File: src/rtl/axi_lite_pkg.sv
// Shared types for the AXI4-Lite memory arbiter.
package axi_lite_pkg;

    // Arbiter FSM: IDLE picks a master, WR/WRESP carry a write, RD/RDATA carry a read.
    typedef enum logic [2:0] {
        IDLE  = 3'd0,
        WR    = 3'd1,
        WRESP = 3'd2,
        RD    = 3'd3,
        RDATA = 3'd4
    } arb_state_e;

    // Kind of transaction chosen for the granted master.
    typedef enum logic {
        TXN_WR = 1'b0,
        TXN_RD = 1'b1
    } txn_kind_e;

endpackage

File: src/rtl/axi_lite_mem_arbiter_rr.sv
// Round-robin picker: grant is the first requester at or after the pointer.
// The pointer moves to (owner + 1) mod N when the current transaction retires.
module rr_arbiter #(
    parameter int N = 2
) (
    input  logic         clk,
    input  logic         rstn,
    input  logic [N-1:0] req,
    input  logic         advance,
    input  logic [N-1:0] owner,
    output logic [N-1:0] grant
);

    localparam int PW = (N > 1) ? $clog2(N) : 1;

    logic [PW-1:0]  ptr_q;
    logic [PW-1:0]  ptr_d;
    logic [2*N-1:0] req_dbl;
    logic [N-1:0]   req_rot;
    logic [N-1:0]   first_rot;
    logic [2*N-1:0] grant_dbl;

    // Rotate requests so the pointer sits at bit 0, isolate the lowest set bit, rotate back.
    always_comb begin
        req_dbl   = {req, req} >> ptr_q;
        req_rot   = req_dbl[N-1:0];
        first_rot = req_rot & (~req_rot + {{(N-1){1'b0}}, 1'b1});
        grant_dbl = {first_rot, first_rot} << ptr_q;
        grant     = grant_dbl[2*N-1:N];
    end

    // Next pointer: one past the master whose transaction just finished.
    always_comb begin
        ptr_d = ptr_q;
        if (advance) begin
            for (int i = 0; i < N; i++) begin
                if (owner[i]) ptr_d = PW'((i + 1) % N);
            end
        end
    end

    // Pointer register, master 0 has priority after reset.
    always_ff @(posedge clk or negedge rstn) begin
        if (!rstn) ptr_q <= '0;
        else       ptr_q <= ptr_d;
    end

endmodule

File: src/rtl/axi_lite_mem_arbiter.sv
// Shares one AXI4-Lite memory slave among NUM_M masters, one transaction at a time.
// Handshake rule on every channel: a beat transfers on the rising edge where valid
// and ready are both high; valid, once raised, must stay high until that edge.
module axi_lite_mem_arbiter
    import axi_lite_pkg::*;
#(
    parameter int NUM_M      = 2,
    parameter int ADDR_WIDTH = 32,
    parameter int DATA_WIDTH = 32
) (
    input  logic                        clk,
    input  logic                        rstn,
    input  logic [NUM_M-1:0]            m_awvalid,
    input  logic [NUM_M*ADDR_WIDTH-1:0] m_awaddr,
    output logic [NUM_M-1:0]            m_awready,
    input  logic [NUM_M-1:0]            m_wvalid,
    input  logic [NUM_M*DATA_WIDTH-1:0] m_wdata,
    output logic [NUM_M-1:0]            m_wready,
    output logic [NUM_M-1:0]            m_bvalid,
    input  logic [NUM_M-1:0]            m_bready,
    input  logic [NUM_M-1:0]            m_arvalid,
    input  logic [NUM_M*ADDR_WIDTH-1:0] m_araddr,
    output logic [NUM_M-1:0]            m_arready,
    output logic [NUM_M-1:0]            m_rvalid,
    output logic [NUM_M*DATA_WIDTH-1:0] m_rdata,
    input  logic [NUM_M-1:0]            m_rready,
    output logic                        s_awvalid,
    output logic [ADDR_WIDTH-1:0]       s_awaddr,
    input  logic                        s_awready,
    output logic                        s_wvalid,
    output logic [DATA_WIDTH-1:0]       s_wdata,
    input  logic                        s_wready,
    input  logic                        s_bvalid,
    output logic                        s_bready,
    output logic                        s_arvalid,
    output logic [ADDR_WIDTH-1:0]       s_araddr,
    input  logic                        s_arready,
    input  logic                        s_rvalid,
    input  logic [DATA_WIDTH-1:0]       s_rdata,
    output logic                        s_rready,
    output logic [NUM_M-1:0]            grant,
    output logic                        busy
);

    arb_state_e            state_q, state_d;
    txn_kind_e             kind_d;
    logic [NUM_M-1:0]      grant_q, grant_d;
    logic [NUM_M-1:0]      req, arb_grant;
    logic [ADDR_WIDTH-1:0] addr_q, addr_d;
    logic                  aw_done_q, aw_done_d, w_done_q, w_done_d;
    logic                  advance;
    logic                  pick_aw;
    logic [ADDR_WIDTH-1:0] pick_awaddr, pick_araddr;
    logic                  sel_wvalid, sel_bready, sel_rready;
    logic [DATA_WIDTH-1:0] sel_wdata;

    assign req   = m_awvalid | m_arvalid;
    assign grant = grant_q;
    assign busy  = (state_q != IDLE);

    rr_arbiter #(.N(NUM_M)) u_rr (
        .clk     (clk),
        .rstn    (rstn),
        .req     (req),
        .advance (advance),
        .owner   (grant_q),
        .grant   (arb_grant)
    );

    // Request fields of the master the round-robin picker would grant now.
    always_comb begin
        pick_aw     = 1'b0;
        pick_awaddr = '0;
        pick_araddr = '0;
        for (int i = 0; i < NUM_M; i++) begin
            if (arb_grant[i]) begin
                pick_aw     = m_awvalid[i];
                pick_awaddr = m_awaddr[i*ADDR_WIDTH +: ADDR_WIDTH];
                pick_araddr = m_araddr[i*ADDR_WIDTH +: ADDR_WIDTH];
            end
        end
    end

    // Inbound signals of the currently granted master.
    always_comb begin
        sel_wvalid = |(m_wvalid & grant_q);
        sel_bready = |(m_bready & grant_q);
        sel_rready = |(m_rready & grant_q);
        sel_wdata  = '0;
        for (int i = 0; i < NUM_M; i++) begin
            sel_wdata = sel_wdata | (m_wdata[i*DATA_WIDTH +: DATA_WIDTH] & {DATA_WIDTH{grant_q[i]}});
        end
    end

    // Next state and channel routing; a write wins over a read from the same master.
    always_comb begin
        state_d   = state_q;
        grant_d   = grant_q;
        addr_d    = addr_q;
        aw_done_d = aw_done_q;
        w_done_d  = w_done_q;
        advance   = 1'b0;
        kind_d    = pick_aw ? TXN_WR : TXN_RD;
        s_awvalid = 1'b0;
        s_awaddr  = addr_q;
        s_wvalid  = 1'b0;
        s_wdata   = '0;
        s_bready  = 1'b0;
        s_arvalid = 1'b0;
        s_araddr  = addr_q;
        s_rready  = 1'b0;
        m_awready = '0;
        m_wready  = '0;
        m_bvalid  = '0;
        m_arready = '0;
        m_rvalid  = '0;
        m_rdata   = '0;
        case (state_q)
            IDLE: begin
                if (|req) begin
                    grant_d   = arb_grant;
                    aw_done_d = 1'b0;
                    w_done_d  = 1'b0;
                    if (kind_d == TXN_WR) begin
                        addr_d  = pick_awaddr;
                        state_d = WR;
                    end else begin
                        addr_d  = pick_araddr;
                        state_d = RD;
                    end
                end
            end
            WR: begin
                s_awvalid = !aw_done_q;
                s_wvalid  = sel_wvalid & !w_done_q;
                s_wdata   = sel_wdata;
                m_awready = grant_q & {NUM_M{s_awready & !aw_done_q}};
                m_wready  = grant_q & {NUM_M{s_wready & !w_done_q}};
                aw_done_d = aw_done_q | (!aw_done_q & s_awready);
                w_done_d  = w_done_q | (sel_wvalid & !w_done_q & s_wready);
                if (aw_done_d && w_done_d) state_d = WRESP;
            end
            WRESP: begin
                m_bvalid = grant_q & {NUM_M{s_bvalid}};
                s_bready = sel_bready;
                if (s_bvalid && sel_bready) begin
                    state_d = IDLE;
                    grant_d = '0;
                    advance = 1'b1;
                end
            end
            RD: begin
                s_arvalid = 1'b1;
                m_arready = grant_q & {NUM_M{s_arready}};
                if (s_arready) state_d = RDATA;
            end
            RDATA: begin
                m_rvalid = grant_q & {NUM_M{s_rvalid}};
                s_rready = sel_rready;
                for (int i = 0; i < NUM_M; i++) begin
                    if (grant_q[i]) m_rdata[i*DATA_WIDTH +: DATA_WIDTH] = s_rdata;
                end
                if (s_rvalid && sel_rready) begin
                    state_d = IDLE;
                    grant_d = '0;
                    advance = 1'b1;
                end
            end
            default: begin
                state_d = IDLE;
                grant_d = '0;
            end
        endcase
    end

    // State, grant, held address and write progress flags.
    always_ff @(posedge clk or negedge rstn) begin
        if (!rstn) begin
            state_q   <= IDLE;
            grant_q   <= '0;
            addr_q    <= '0;
            aw_done_q <= 1'b0;
            w_done_q  <= 1'b0;
        end else begin
            state_q   <= state_d;
            grant_q   <= grant_d;
            addr_q    <= addr_d;
            aw_done_q <= aw_done_d;
            w_done_q  <= w_done_d;
        end
    end

endmodule
File: config.mk
export PLATFORM = sky130hd
export DESIGN_NAME = axi_lite_mem_arbiter
export DESIGN_NICKNAME = d
export VERILOG_FILES = /design/src/rtl/axi_lite_pkg.sv /design/src/rtl/axi_lite_mem_arbiter_rr.sv /design/src/rtl/axi_lite_mem_arbiter.sv
export SDC_FILE = /design/constraint.sdc
export NUM_CORES = 1
export LEC_CHECK = 0
export ABC_AREA = 1
export CAP_MARGIN = 40
export CORE_AREA = 4 4 162 164
export CTS_BUF_LIST = sky130_fd_sc_hd__clkbuf_8
export DETAILED_ROUTE_END_ITERATION = 8
export DIE_AREA = 0 0 166 168
export GPL_ROUTABILITY_DRIVEN = 1
export PLACE_DENSITY = 0.5
export SYNTH_ARGS = -nofsm -noshare
export SYNTH_HDL_FRONTEND = slang
export SYNTH_SLANG_ARGS = --single-unit
File: constraint.sdc
create_clock -name clk -period 1.7 [get_ports clk]
set_clock_uncertainty 0.2 [all_clocks]
set_input_delay 0.34 -clock clk [delete_from_list [all_inputs] [get_ports clk]]
set_output_delay 0.34 -clock clk [all_outputs]
set_load 0.05 [all_outputs]
=== After elaboration in Yosys (flattened, before gate mapping) ===
Index checks and enable logic that the tools add are counted.
W data, S select, Z words.

* Bitwise gates (word level): 21
* Mux-type cells: 40
* Equal/unequal tests: 9
* Reductions and logical operators: 19
* $add $sub $neg: 1
* Shifts and indexed selects: 2

{| class="wikitable"
|+ Operator list
! cell !! count
|-
| $mux W32 || 8
|-
| $and A32 B32 Y32 || 2
|-
| $mux W64 || 1
|-
| $or A32 B32 Y32 || 1
|-
| $and A2 B2 Y2 || 9
|-
| $mux W2 || 9
|-
| $mux W3 || 5
|-
| $pmux W3 S5 || 1
|-
| $mux W1 || 12
|-
| $ne A2 B2 Y1 const B || 5
|-
| $reduce_or A2 Y1 || 5
|-
| $pmux W2 S4 || 1
|-
| $eq A3 B2 Y1 const B || 2
|-
| $pmux W1 S2 || 3
|-
| $reduce_and A2 Y1 || 3
|-
| $reduce_and A5 Y1 || 1
|-
| $and A1 B1 Y1 || 4
|-
| $reduce_and A4 Y1 || 1
|-
| $reduce_bool A2 Y1 || 2
|-
| $shl A4 B1 Y4 || 1
|-
| $shr A4 B1 Y2 || 1
|-
| $eq A3 B1 Y1 const B || 1
|-
| $eq A3 B3 Y1 const B || 1
|-
| $logic_and A1 B1 Y1 || 3
|-
| 8 further kinds || 10
|}

* Input bits: 241
* Logic and storage cells: 98
* Bits in registers: 40

=== Depth between registers and ports, before layout ===
* Depth after elaboration: 11
* Mapped depth: 13
* Mapped depth without buffers: 11

=== Cells and area by module ===
A second synthesis with hierarchy kept.

* Cell total of the unflattened synthesis: 675
* Area total of the unflattened synthesis: 3913.8 um^2

{| class="wikitable"
|+ By module, submodules not included
! module !! sequential area each (um^2) !! cells an instance !! area an instance (um^2) !! instances
|-
| axi_lite_mem_arbiter || 975.9 || 666 || 3851.2 || 1
|-
| rr_arbiter || 25.0 || 9 || 62.6 || 1
|}

=== Worst setup path after synthesis ===
OpenSTA, ideal clock, no wires.

* Path type: flip-flop to output port
* From: reg state_q[1]
* To: out m_arready[0]
* Cell stages (with the launch flop): 5
* Data required time: 1.160 ns
* Arrival time: 2.596 ns
* Setup slack: -1.436 ns
* Path through: dfrtp_1 > inv_1 > nor3_1 > nand2_1 > nor2_1

* Longest elaborated chain between the ends: 2

{| class="wikitable"
|+ Ends and longest elaborated chain
! item !! line !! text
|-
| start: declaration || axi_lite_mem_arbiter.sv:45 || <nowiki>arb_state_e state_q, state_d;</nowiki>
|-
| start signal: assignment || axi_lite_mem_arbiter.sv:185 || <nowiki>state_q <= state_d;</nowiki>
|-
| $eq A3 B2 Y1 || axi_lite_mem_arbiter.sv:118 || <nowiki>case (state_q)</nowiki>
|-
| $mux W2 || axi_lite_mem_arbiter.sv:118 ||
|-
| end: declaration || axi_lite_mem_arbiter.sv:23 || <nowiki>output logic [NUM_M-1:0] m_arready,</nowiki>
|}

Every way passes these cells.

=== Worst setup path in the final report ===
* From: reg state_q[1]
* To: out m_rdata[53]

* Longest elaborated chain between the ends: 2

{| class="wikitable"
|+ Ends and longest elaborated chain
! item !! line !! text
|-
| $eq A3 B3 Y1 || axi_lite_mem_arbiter.sv:118 ||
|-
| $mux W64 || axi_lite_mem_arbiter.sv:118 ||
|-
| end: declaration || axi_lite_mem_arbiter.sv:25 || <nowiki>output logic [NUM_M*DATA_WIDTH-1:0] m_rdata,</nowiki>
|}

Every way passes these cells.

==> out/metrics.sh <==
RUN_STATUS='finished, violations left'
VIOLATIONS='negative setup slack'
MET3_WIRELENGTH_MM=1.897
RSZ0062_AT_GRT='yes'
SYNTH.LIB_CELLS_USED.DISTINCT=23
DRV_CAP=0
CORE_UM2=24890
WORST_IR_DROP_VDD_V=0.0009606
DIE_X_EXTENT_UM=166
TIMING.FINAL.MAX_SLEW_VIOLATIONS=0
GRT_START_MAX_NET_PINS=29
PLACEMENT.IO_BUFFERS=418
SYNTH_WARNINGS=0
CP.REQUIRED_NS=1.16
LAYOUT_SETUP_WS_NS=-0.4036
POWERDENSITY_nW_PER_UM2=1504
MAX_SLEW.WORST_PIN.SLEW_NS=0.4483
PLACE.DETAILED.HPWL_MM=20.99
RR_STARTPOINT='state_q[1]'
DESIGN.PORTCOUNT=419
ASYNC_RESET_FF_SHARE_PCT=100.0
VIA_COUNT_OF_THE_FIRST_GLOBAL_ROUTING_PASS=6362
MULTI_INPUT_COMB_AREA_UM2=3580
GR-TOTAL-OVERFLOW=0
WL_MM=25.82
YOSYS.CELL_COUNT.TOP_TYPE='sky130_fd_sc_hd__nand2_1'
TIMING.CRITICAL_PATH.TO_TYPE='output pin'
SYNTHTOPCELLSBYCOUNT='sky130_fd_sc_hd__nand2_1, sky130_fd_sc_hd__nor2_1, sky130_fd_sc_hd__inv_1'
SYNTH_FLOP_CELL='sky130_fd_sc_hd__dfrtp_1'
SYNTH_AREA_LEADER_CELL='sky130_fd_sc_hd__nand2_1'
LAYOUT.NETS=1463
MAX_STAGE_DELAY_NS=0.42
CRITPATHSLOWESTCELL='sky130_fd_sc_hd__dfrtp_1'
CRIT_PATH_CELL_TRACE='inv_2, nand3_4, inv_6, nand2_8, buf_16, nor2_4, buf_12'
TRITONCTS='built'
POST_SYNTH_INST_COUNT=798
RR_WORST_DEPTH=8
GRT_UTIL_ALL_LAYERS_PCT=17.39
MAPPEDNETLISTNETS=1039
PLACE.GP.CONGESTION=0.8026
DIE_H_UM=168
TIMING.CRITICAL_PATH.FROM_TYPE='flop'
FIRST_PASS_ITERS=4
POST_DRT_VIA_CELL_RATIO=4.015
SYNTH_TOP_CELL_AREA_SHARE_PCT=44.11
CLKLATENCYLATEPIN_NS=0.29
TRITONCTS.NUM_BUFFERS=5
HTREE_LEVELS=2
NUMBER_OF_FLOPS_MAPPED_TO_ENABLE_CELLS_BY_YOSYS=0
DETAIL_ROUTE.WIRELENGTH.MET1_MM=9.793
PERIOD_NEEDED_NS=2.104
PATH_DELAY_FAMILY='buffers and inverters'
LAYOUTNONFILLERINSTCOUNT=1555
TIMING_HOLD_VIOLATIONS_FINAL=0
GRT_FIRST_PASS_WIRELENGTH_MM=38.15
ANTENNA_VIOLATIONS_BEFORE_REPAIR=3
DPL-INSTANCE-AREA_UM2=11640
FLOORPLAN.ROWS=58
SYNTH_AREA_UM2=4195
REGISTER_BIT_COUNT_REPORTED_BY_YOSYS=40
CRITPATHMAXFANOUT=9
REGISTER_AREA_UM2=1005
SYNTH_TOP_CELLS_BY_AREA='sky130_fd_sc_hd__nand2_1, sky130_fd_sc_hd__dfrtp_1, sky130_fd_sc_hd__nor2_1'
FINAL-SETUP-VIOL-COUNT=146
R2R-END='aw_done_q'
REG2REG_SETUP_SLACK_NS=-0.09
CTSROOTBUFFERMASTER='sky130_fd_sc_hd__clkbuf_8'
MIN-DELAY-PATH-CLASS='in -> async'
PLACED_CELLS=1521
DRC_ERRORS=0
FIN_AREA_UM2=12340
WORST-PATH-BUF-INV=4
TOTAL_LEAKAGE_POWER_nW=5.485
AVGROUTEDWIREPERCELL_UM=16.60
SIGNAL_ARRIVAL_TIME_AT_THE_WORST_ENDPOINT_NS=1.56
ROUTED.TOP_LAYER='met4'
AVGSYNTHCELLAREA_UM2=5.257
DETAIL-ROUTE-ANTENNA-NETS=0
FLOORPLAN.INITIALDENSITY_PCT=16.85
SETUP.WORST_PATH.CLASS='reg -> out'
FINAL.FILL_COUNT=2360
CLKSLEWWORSTSETUPHOLDPATHS_NS=0.08
MAX_FREQ_MHz=475.4
FINAL_MIN_PERIOD_OVER_CLOCK_PERIOD_PCT=123.7
AREA_DELTA_SYNTH_FINAL_PCT=194.2
VIAS=6243
DRIVE_ABOVE_1_SHARE_PCT=33.85
TOTAL_LENGTH_OF_ROUTED_MET2_WIRES_MM=13.43
YS_SEQ_AREA_SHARE_PCT=23.86
CTSLONGESTPATHBUFFERS=2
CLOCK-SINKS=40
MAX_SLEW_MARGIN_PCT=70.12
DR.FIRST_ITER.DRC_COUNT=184
FLOORPLAN.DIE_AREA_UM2=27890
cell usage in the layout, fill, tap and decap left out, types with 2 or more instances in the layout:
master / n
sky130_fd_sc_hd__a21oi_1: 2
sky130_fd_sc_hd__a21oi_4: 34
sky130_fd_sc_hd__buf_12: 195
sky130_fd_sc_hd__buf_16: 6
sky130_fd_sc_hd__buf_2: 2
sky130_fd_sc_hd__buf_4: 30
sky130_fd_sc_hd__buf_6: 12
sky130_fd_sc_hd__buf_8: 3
sky130_fd_sc_hd__clkbuf_16: 3
sky130_fd_sc_hd__clkbuf_8: 7
sky130_fd_sc_hd__clkdlybuf4s50_1: 236
sky130_fd_sc_hd__dfrtp_1: 37
sky130_fd_sc_hd__dfrtp_2: 3
sky130_fd_sc_hd__diode_2: 2
sky130_fd_sc_hd__dlygate4sd2_1: 3
sky130_fd_sc_hd__inv_1: 39
sky130_fd_sc_hd__inv_2: 8
sky130_fd_sc_hd__inv_4: 3
sky130_fd_sc_hd__inv_6: 2
sky130_fd_sc_hd__nand2_1: 482
sky130_fd_sc_hd__nand2_2: 5
sky130_fd_sc_hd__nand2_4: 8
sky130_fd_sc_hd__nand2_8: 2
sky130_fd_sc_hd__nand3_1: 3
sky130_fd_sc_hd__nor2_1: 2
sky130_fd_sc_hd__nor2_2: 3
sky130_fd_sc_hd__nor2_4: 74
sky130_fd_sc_hd__nor3_4: 5
sky130_fd_sc_hd__o21ai_0: 2
cell type report:
class                   count  area share [%]
diodes                      2         0.04056
clock buffers               7          0.7807
clock inverters             1          0.2433
inverters                  53           1.795
multi-input cells         630           29.01
flip-flops and latches     40           8.142
well taps                 330           3.346
repair buffers            492           56.65
worst max path at each step:
stage          cells past startpoint  slack [ns]          from      endpoint
2_1_floorplan                      4       -0.48    state_q[0]  m_arready[0]
3_3_place_gp                      12       -0.37  m_awvalid[0]  s_araddr[21]
3_5_place_dp                      12       -0.41  m_awvalid[0]  s_araddr[16]
4_1_cts                            7       -0.41    state_q[1]   m_rdata[43]
5_1_grt                            5       -0.49    state_q[2]   m_bvalid[1]
6_report                           7       -0.40    state_q[1]   m_rdata[53]
sequential cells by signal, indices dropped and copies added (netlist names):
name        flops
aw_done_q       1
grant           2
s_araddr       32
state_q         3
u_rr.ptr_q      1
w_done_q        1
kinds of logic after synthesis:
group | count (synthesis) | share of synthesized area, %
and+or+nand+nor | 587 | 53.56
buffers and inverters | 128 | 17.30
AOI/OAI and AO/OA | 43 | 5.279
DFF | 40 | 23.86
worst reg2reg max path: stages (launching register included):
cell	delay (ns)
sky130_fd_sc_hd__dfrtp_1	0.42
sky130_fd_sc_hd__buf_4	0.16
sky130_fd_sc_hd__nor3_4	0.21
sky130_fd_sc_hd__buf_4	0.14
sky130_fd_sc_hd__buf_6	0.11
sky130_fd_sc_hd__o21ai_4	0.10
sky130_fd_sc_hd__clkinv_4	0.12
sky130_fd_sc_hd__buf_8	0.13
sky130_fd_sc_hd__o21ai_0	0.08
stage by stage:
stage	setup slack, ns	hold slack [ns]	power, mW	setup TNS [ns]	utilization, %
5_1_grt	-0.4852	0.3504	19.55	-55.43	49.58
4_1_cts	-0.4125	0.3351	18.25	-42.24	48.86
6_report	-0.4036	0.3416	18.56	-42.91	49.58
3_3_place_gp	-0.3713	0.1010	16.53	-18.92	46.78
2_1_floorplan	-0.4782	-0.1556	10.08	-28.19	-
3_5_place_dp	-0.4078	0.1109	16.58	-21.45	46.78
routing by layer:
layer	global-route usage (%)	up-vias
met5	0	-
met4	4.591	0
met3	4.579	30
met2	32.16	260
met1	19.85	2763
li1	-	3190
power breakdown:
part	switching, mW	total (mW)	leakage [nW]	internal [mW]
Combinational	8.40	15.5	4.92	7.07
Clock	0.358	0.877	0.0645	0.519
Sequential	0.818	2.21	0.502	1.39
repair_timing:
item	in CTS	in global routing
hold endpoints to repair	15	0
hold buffers	1	0
setup endpoints to repair	149	150
setup buffers	11	4
pin swaps	10	5
gates cloned	6	4
gates resized for setup	46	20
Power figures use the tool's default switching activity.
